File: src/rtl/data_mem_arbiter.sv
// data_mem_arbiter: shares the single MIPS data memory between the CPU (port 0)
// and a debug/DMA loader (port 1). Each request is served as a three-phase
// IDLE -> ACCESS -> ACK sequence with round-robin tie breaking and a
// word-alignment check that blocks misaligned writes and zeroes misaligned reads.
module data_mem_arbiter #(
  parameter int ADDR_W = 32,
  parameter int DATA_W = 32
) (
  input  logic              clk,
  input  logic              reset,

  input  logic              req0,
  input  logic              we0,
  input  logic [ADDR_W-1:0] addr0,
  input  logic [DATA_W-1:0] wdata0,
  output logic              ack0,
  output logic [DATA_W-1:0] rdata0,
  output logic              err0,

  input  logic              req1,
  input  logic              we1,
  input  logic [ADDR_W-1:0] addr1,
  input  logic [DATA_W-1:0] wdata1,
  output logic              ack1,
  output logic [DATA_W-1:0] rdata1,
  output logic              err1,

  output logic              mem_write,
  output logic [ADDR_W-1:0] mem_addr,
  output logic [DATA_W-1:0] mem_wdata,
  input  logic [DATA_W-1:0] mem_rdata,

  output logic              busy
);

  localparam logic [1:0] IDLE   = 2'd0;
  localparam logic [1:0] ACCESS = 2'd1;
  localparam logic [1:0] ACK    = 2'd2;

  logic [1:0]        state_q, state_d;
  logic              lastGrant_q, lastGrant_d;
  logic              port_q, port_d;
  logic              we_q, we_d;
  logic [ADDR_W-1:0] addr_q, addr_d;
  logic [DATA_W-1:0] wdata_q, wdata_d;

  logic              ack0_q, ack0_d;
  logic              ack1_q, ack1_d;
  logic [DATA_W-1:0] rdata0_q, rdata0_d;
  logic [DATA_W-1:0] rdata1_q, rdata1_d;
  logic              err0_q, err0_d;
  logic              err1_q, err1_d;

  logic              anyReq;
  logic              grant1;
  logic              misaligned;
  logic              addrAligned;
  logic [DATA_W-1:0] captureData;

  // Port 1 wins when it is the only requester, or on a tie when port 0 was served last.
  assign anyReq = req0 | req1;
  assign grant1 = req1 & (~req0 | ~lastGrant_q);

  // Alignment of the latched address decides whether memory is touched and what is returned.
  assign addrAligned = (addr_q[1:0] == 2'b00);
  assign misaligned  = ~addrAligned;
  assign captureData = (we_q | misaligned) ? '0 : mem_rdata;

  // Next-state logic: arbitration in IDLE, result capture in ACCESS, cleanup in ACK.
  always_comb begin
    state_d     = state_q;
    lastGrant_d = lastGrant_q;
    port_d      = port_q;
    we_d        = we_q;
    addr_d      = addr_q;
    wdata_d     = wdata_q;
    ack0_d      = ack0_q;
    ack1_d      = ack1_q;
    rdata0_d    = rdata0_q;
    rdata1_d    = rdata1_q;
    err0_d      = err0_q;
    err1_d      = err1_q;

    case (state_q)
      IDLE: begin
        if (anyReq) begin
          port_d      = grant1;
          lastGrant_d = grant1;
          we_d        = grant1 ? we1 : we0;
          addr_d      = grant1 ? addr1 : addr0;
          wdata_d     = grant1 ? wdata1 : wdata0;
          state_d     = ACCESS;
        end
      end

      ACCESS: begin
        if (port_q) begin
          ack1_d   = 1'b1;
          rdata1_d = captureData;
          err1_d   = misaligned;
        end else begin
          ack0_d   = 1'b1;
          rdata0_d = captureData;
          err0_d   = misaligned;
        end
        state_d = ACK;
      end

      ACK: begin
        ack0_d   = 1'b0;
        ack1_d   = 1'b0;
        rdata0_d = '0;
        rdata1_d = '0;
        err0_d   = 1'b0;
        err1_d   = 1'b0;
        state_d  = IDLE;
      end

      default: begin
        state_d = IDLE;
      end
    endcase
  end

  // State and result registers; reset returns to IDLE with port 0 favoured on the first tie.
  always_ff @(posedge clk) begin
    if (reset) begin
      state_q     <= IDLE;
      lastGrant_q <= 1'b1;
      port_q      <= 1'b0;
      we_q        <= 1'b0;
      addr_q      <= '0;
      wdata_q     <= '0;
      ack0_q      <= 1'b0;
      ack1_q      <= 1'b0;
      rdata0_q    <= '0;
      rdata1_q    <= '0;
      err0_q      <= 1'b0;
      err1_q      <= 1'b0;
    end else begin
      state_q     <= state_d;
      lastGrant_q <= lastGrant_d;
      port_q      <= port_d;
      we_q        <= we_d;
      addr_q      <= addr_d;
      wdata_q     <= wdata_d;
      ack0_q      <= ack0_d;
      ack1_q      <= ack1_d;
      rdata0_q    <= rdata0_d;
      rdata1_q    <= rdata1_d;
      err0_q      <= err0_d;
      err1_q      <= err1_d;
    end
  end

  // The write strobe is decoded from the current state so a write already on the
  // memory bus still commits if reset arrives during ACCESS (data_mem is not reset).
  assign mem_write = (state_q == ACCESS) & we_q & addrAligned;
  assign mem_addr  = addr_q;
  assign mem_wdata = wdata_q;

  assign ack0   = ack0_q;
  assign ack1   = ack1_q;
  assign rdata0 = rdata0_q;
  assign rdata1 = rdata1_q;
  assign err0   = err0_q;
  assign err1   = err1_q;
  assign busy   = (state_q != IDLE);

endmodule

File: config.mk
export PLATFORM = sky130hd
export DESIGN_NAME = data_mem_arbiter
export DESIGN_NICKNAME = d
export VERILOG_FILES = /design/src/rtl/data_mem_arbiter.sv
export SDC_FILE = /design/constraint.sdc
export NUM_CORES = 1
export LEC_CHECK = 0
export ABC_AREA = 1
export BUFFER_PORTS_ARGS = -buffer_cell sky130_fd_sc_hd__buf_2
export CAP_MARGIN = 25
export CORE_AREA = 2 2 136 138
export DETAILED_ROUTE_END_ITERATION = 12
export DIE_AREA = 0 0 138 140
export PLACE_DENSITY_LB_ADDON = 0.15
export SETUP_SLACK_MARGIN = 0.2
export SYNTH_ARGS = -nofsm -noshare
export SYNTH_HDL_FRONTEND = slang
export SYNTH_SLANG_ARGS = --single-unit
File: constraint.sdc
create_clock -name clk -period 1.4 [get_ports clk]
set_input_delay 0.07 -clock clk [delete_from_list [all_inputs] [get_ports clk]]
set_output_delay 0.07 -clock clk [all_outputs]
set_load 0.005 [all_outputs]
==> results.md, run 1 <==
- First-pass GRT wire length: approximately 37,000 um
- Internal Power: around 9.2 mW
- Clk_lat worst skew: ~0.42 ns
- Post-route insts no fill: approximately 1,600
- CTS tree: done
- Vias post-DR: 8,039
- Final slew viol count: 0
- Crit end category: register
- CP delay by family, top: buffers and inverters
- Yosys top cell by area: dfxtp_1
- Hpwl dp: 14,400 um
- Final ANT Viol Nets: 0
- Clock H-tree levels: 4
- Slew headroom: 0.611
- Tcrit/Tclk final: 0.953
- Fmax: around 750 MHz
- Die width: 138 um
- # rows: between 40 and 50
- Final-report hold violation count: 0
- Synth warnings: 0
- Net Sw Frac: 0.300
- Flop pwr share: 0.335
- Syn Area/Cell: around 7.3 sq um
- Max clock buf depth: 2
- Largest net degree at the start of global routing: 56
- WP data arrival: 1.64 ns
- Critical path peak fanout: 5
- Input/output buffers: approximately 300
- Worst-path clk slew: approximately 0.060 ns
- Tmin final: ~1.3 ns
- Synth Instances: roughly 840
- Worst-Margin Slew: around 0.58 ns
- Die Footprint: approximately 19,000 sq um
- Nets@finish: between 1,000 and 1,500
- Status: complete, no violations
- Clk sinks: roughly 140
- Req. time, crit path: around 1.7 ns
- Syn-to-layout area delta: 98.5%
- Placed Cells: 1,317
- Setup violators final: 0
- Drt wl/cell: between 15 and 20 um
- #FFs+latches synth: ~140
- Combinational share of power: 0.295
- Area of the core: approximately 18,000 sq um
- Power per Cell Area: between 1000 and 1500 nW/um^2
- Die span in y: approximately 140 um
- Total CTS buffers: 17
- CTS Root Cell: clkbuf_16
- Leakage power: about 5.7 nW
- Layout cells sized above 1: 0.457
- I/O pin count: 300
- Min-Delay Path Class: input port to register
- Cell Chain, Critical Path: inv_6, nand2_8, nor2_8, buf_6, buf_6, clkbuf_16, o21ai_0, nor2_1
- Mapped Area: 6110 sq um
- Sequential-to-total area share from yosys stat: 0.449
- GRT Residual Overflow: 0
- # Max-Cap Violations: 0
- Worst path max stage delay: ~0.4 ns
- Worst path most repeated cell: buf_6
- Length of the first detailed-routing pass in iterations: 5
- Worst path bufs/invs: 4
- Placer Congestion: about 0.8
- Peak supply drop: 0.909 mV
- Slowest library cell on the worst path: dfxtp_4
- Vias per cell: about 5
- Clock power frac: 0.370
- Number of global-route vias before repair: ~7,400
- Tot GR Track Use: 0.235
- Syn Nets: between 1,000 and 1,500
- Unrepaired setup endpoints after global routing: yes
- DRC viols: 0
- Initial cell density of the core: 0.343
- Initial DRC Count: between 400 and 500
- Post-synth top area share: 0.449
- Total wire length: approximately 29,000 um
- Top cells by area, synth: dfxtp_1 (45%), nand3_1 (15%), a21oi_1 (7.5%)
- Synth cell types: 24
- CP Launch Type: register
- Setup TNS: 0 ns
- Crit path kind: register to register
- NetSw: between 3 and 4 mW
- Clk_skew: roughly 0.009 ns
- Antenna violations before repair: 1
[routing by layer]
layer,global-route usage,wire length [um],up-vias,part of all wire
li1,-,-,3825,-
met1,0.285,11100,3756,0.39
met2,0.390,14400,393,0.50
met3,0.0687,2310,65,0.081
met4,0.0977,788,0,0.028
met5,0,0,-,0
[worst min-delay path, delay by kind of cell]
kind                   cells  cell delay (ns)
and+or+nand+nor            3             0.21
buffers and inverters      1             0.08
AOI/OAI and AO/OA          1             0.03
[metrics by stage]
step                      instance area, sq um  total power, mW  worst slack [ns]   util  hold slack (ns)
after floorplan                           6110             5.63             0.217      -            0.194
after global placement                    7890             6.59             0.135  0.444            0.292
after detailed placement                  7890             6.59             0.120  0.444            0.299
after CTS                                10100             11.9            0.0860  0.570        0.0000760
after global routing                     12100             13.6           0.00336  0.682           0.0292
final                                    12100             13.1            0.0663  0.682           0.0146
[repair_timing]
item                                    in CTS  in global routing
hold buffers                               144                  0
resized for setup                           18                266
endpoints found under the hold margin       98                  0
pin swaps                                    1                 92
setup buffers                                6                 21
endpoints found under the setup margin     124                138
cloned                                       3                 43
[cells in the mapped netlist]
cell,number
a21boi_0,1
a21oi_1,91
a21oi_2,10
buf_1,3
buf_2,32
buf_4,8
buf_6,7
buf_8,1
clkbuf_1,25
clkbuf_2,1
dfxtp_1,137
inv_1,37
inv_2,4
nand2_1,101
nand2_2,11
nand2_4,1
nand3_1,186
nand3_2,1
nor2_1,82
nor2_2,2
nor2_8,1
nor3_1,1
o21ai_0,82
o21ai_1,16
[power groups by stage]
stage	Clock [mW]	Combinational (mW)	Sequential, mW
2_1_floorplan	0	1.18	4.45
3_3_place_gp	0	2.16	4.43
3_5_place_dp	0	2.16	4.43
4_1_cts	4.91	2.61	4.36
5_1_grt	5.07	4.12	4.42
6_report	4.85	3.88	4.39
[sequential cells by signal, indices dropped and copies added, names as in the netlist]
name,count
ack0,1
ack1,1
err0,1
err1,1
lastGrant_q,1
mem_addr,32
mem_wdata,32
port_q,1
rdata0,32
rdata1,32
state_q,2
we_q,1
[cells in the final DEF (no fill, tap or decap), drive strengths merged]
cell           n
buf          366
clkinv         4
clkbuf        50
nor3           1
dlygate4sd3  144
o21ai         98
diode          1
clkinvlp       3
a21boi         1
nor2          86
inv           41
a21oi        101
bufinv         3
nand3        187
dfxtp        137
nand2        115
[final timing paths]
check | endpoint | from | cells after the start | slack [ns]
worst max register to register | mem_wdata[10]$_SDFFE_PP0P_ | state_q[0]$_SDFFE_PP0P_ | 8 | 0.07
worst min register to register | ack0$_SDFFE_PP0P_ | ack0$_SDFFE_PP0P_ | 2 | 0.47
worst max-delay path | mem_wdata[10]$_SDFFE_PP0P_ | state_q[0]$_SDFFE_PP0P_ | 8 | 0.07
worst min-delay path | mem_wdata[28]$_SDFFE_PP0P_ | wdata1[28] | 5 | 0.01
[final cells by class]
cell class                      instances  area, sq um
Antenna cell                            1         2.50
Clock buffer                           22          494
Clock inverter                         10          140
Fill cell                            1423         5660
Inverter                               41          186
Multi-Input combinational cell        589         3660
Sequential cell                       137         2760
Tap cell                              229          287
Timing Repair Buffer                  538         4590
[cells by family (layout without fill, tap and decap cells)]
logic type | after synthesis | after routing | share of synthesized area
other | 0 | 1 | 0
flip-flops | 137 | 137 | 0.449
AO/OA/AOI/OAI | 200 | 200 | 0.170
AND/OR/NAND/NOR | 386 | 389 | 0.286
buffers and inverters | 118 | 611 | 0.0947
(Power assumes the default switching activity.)
==> inputs of run 2 (changes only) <==
- clock period: 1.4 -> 1.5 ns (I/O delays scaled with it)
==> run 2 against run 1 <==
Sequential power decreased by 7.1%. Critical path depth unchanged. First-iteration DRC count decreased by 22%. Fmax decreased by 3.9%. Die area unchanged. Sequential share of layout area increased by 3.5 points. Global-route usage decreased by 1.2 points. Critical path type unchanged. Largest power group unchanged. Highest routed layer unchanged.
==> results.md, run 2 (same netlist as run 1, synthesis figures left out) <==
- # Max-Cap Violations: 0
- # rows: 49
- Area of the core: between 15,000 and 20,000 sq um
- Worst path max stage delay: about 0.37 ns
- Final slew viol count: 0
- Peak supply drop: roughly 0.80 mV
- Input/output buffers: approximately 300
- FF/Latch Area: approximately 2800 sq um
- R2r worst-path depth: 8
- Worst-path clk slew: ~0.07 ns
- Unrepaired setup endpoints after global routing: yes
- Drt wl/cell: between 15 and 20 um
- Crit path kind: register to register
- Hold Crit Start: wdata1[16]
- NetSw: 3.24 mW
- Final ANT Viol Nets: 0
- Antenna violations before repair: 2
- Leakage power: ~5 nW
- Die span in y: 140 um
- Tmin final: ~1.4 ns
- Fmax: roughly 700 MHz
- Combinational share of power: 0.250
- Status: complete, no violations
- Area of the multi-input gates: ~3000 sq um
- Initial cell density of the core: 0.343
- Number of global-route vias before repair: 7,112
- Clk sinks: approximately 140
- Die width: 138 um
- Vias post-DR: around 7,500
- Tot GR Track Use: 0.223
- WHS Path Cells: 5
- Max clock buf depth: 2
- Slew headroom: 0.710
- I/O pin count: 300
- Length of the first detailed-routing pass in iterations: 4
- Internal Power: 7.76 mW
- Fin area: about 10,000 sq um
- Setup violators final: 0
- Initial DRC Count: 360
- Layout cells sized above 1: 0.380
- Flop pwr share: 0.370
- Largest net degree at the start of global routing: 55
- Die Footprint: slightly below 20,000 sq um
- Core Util, Final: 0.590
- Placer Congestion: slightly above 0.8
- Total CTS buffers: 17
- Tcrit/Tclk final: 0.926
- GRT Residual Overflow: 0
- Reg2reg setup slack: approximately 0.11 ns
- Clock power frac: 0.379
- Placed Cells: approximately 1,300
- First-pass GRT wire length: about 35,000 um
- Clk_skew: between 0.01 and 0.015 ns
- Worst r2r src: state_q[0]$_SDFFE_PP0P_
- Fill cells: 1,638
- CP Launch Type: register
- Syn-to-layout area delta: 71.8%
- Nets@finish: around 1,400
- CTS Root Cell: clkbuf_16
- WP data arrival: 1.70 ns
- Cell Chain, Critical Path: inv_4, nand2_4, nor2_8, buf_12, clkbuf_16, nand2_1, a21oi_2, nor2_1
- Min-Delay Path Class: input port to register
- Vias per cell: a little under 5
- Clk_lat worst skew: about 0.42 ns
- Most common cell after layout, fill and taps aside: buf_2
- Critical path peak fanout: 6
- Req. time, crit path: around 1.8 ns
- R2r endpoint: mem_addr[15]$_SDFFE_PP0P_
- Slowest library cell on the worst path: dfxtp_4
- Worst-Margin Slew: between 0.4 and 0.5 ns
- Hpwl dp: 14,300 um
- Final-report hold violation count: 0
- DP Area: about 7800 sq um
- Design Power: ~11 mW
- Clock H-tree levels: 4
- Post-route insts no fill: ~1,500
- DRC viols: 0
- CTS tree: done
- Setup TNS: 0 ns
- Net Sw Frac: 0.295
- Most frequent cells in the layout: buf_2 (299), nand3_1 (186), dlygate4sd3_1 (138), dfxtp_1 (132), nor2_1 (80)
- Crit end category: register
- Power per Cell Area: ~1000 nW/um^2
- Endpoint, Worst Hold: mem_wdata[16]$_SDFFE_PP0P_
- Total wire length: approximately 24,000 um
[run 2: power by group through the flow]
stage,Clock (mW),Sequential [mW],Combinational [mW]
2_1_floorplan,0,4.15,1.10
3_3_place_gp,0,4.13,1.99
3_5_place_dp,0,4.14,2.00
4_1_cts,4.27,4.07,2.34
5_1_grt,4.42,4.11,2.99
6_report,4.17,4.08,2.76
[run 2: per-layer routing]
metal	vias up	global-route usage	wire (um)
met2	302	0.373	11500
li1	3684	-	-
met3	54	0.0544	1730
met4	0	0.0994	778
met1	3412	0.273	9890
met5	-	0	0
[run 2: timing repair]
action,CTS,global route
resized for setup,11,99
setup buffers,5,4
gates cloned,1,10
setup endpoints to repair,1,91
pin swaps,1,19
hold buffers,138,0
endpoints found under the hold margin,97,0
[run 2: how the worst max path moves through the flow]
stage | start | slack [ns] | to | cells after the start
after floorplan | state_q[0]$_SDFFE_PP0P_ | 0.32 | mem_wdata[21]$_SDFFE_PP0P_ | 8
after global placement | state_q[0]$_SDFFE_PP0P_ | 0.23 | mem_addr[6]$_SDFFE_PP0P_ | 7
after detailed placement | state_q[0]$_SDFFE_PP0P_ | 0.20 | mem_addr[13]$_SDFFE_PP0P_ | 7
after CTS | we_q$_SDFFE_PP0P_ | 0.20 | mem_write | 4
after global routing | state_q[0]$_SDFFE_PP0P_ | 0.03 | mem_addr[15]$_SDFFE_PP0P_ | 8
final | state_q[0]$_SDFFE_PP0P_ | 0.11 | mem_addr[15]$_SDFFE_PP0P_ | 8
[run 2: critical path, delay by kind of cell (launching register included)]
kind | cells | cell delay (ns)
AND/OR/NAND/NOR | 4 | 0.40
buffers and inverters | 3 | 0.39
flip-flops | 1 | 0.37
AO/OA/AOI/OAI | 1 | 0.13
[run 2: area by class of cell]
class,instances,share of cell area
inverters,41,0.0154
well taps,229,0.0273
clock inverters,13,0.0137
diodes,2,0.000477
multi-input cells,586,0.293
repair buffers,481,0.345
flip-flops and latches,137,0.262
clock buffers,19,0.0422
[run 2: through the flow]
stage                     setup WS (ns)  hold WS (ns)
after detailed placement          0.201         0.304
after floorplan                   0.317         0.199
after CTS                         0.199      0.000150
after global routing             0.0293        0.0316
final                             0.112        0.0158
after global placement            0.230         0.296
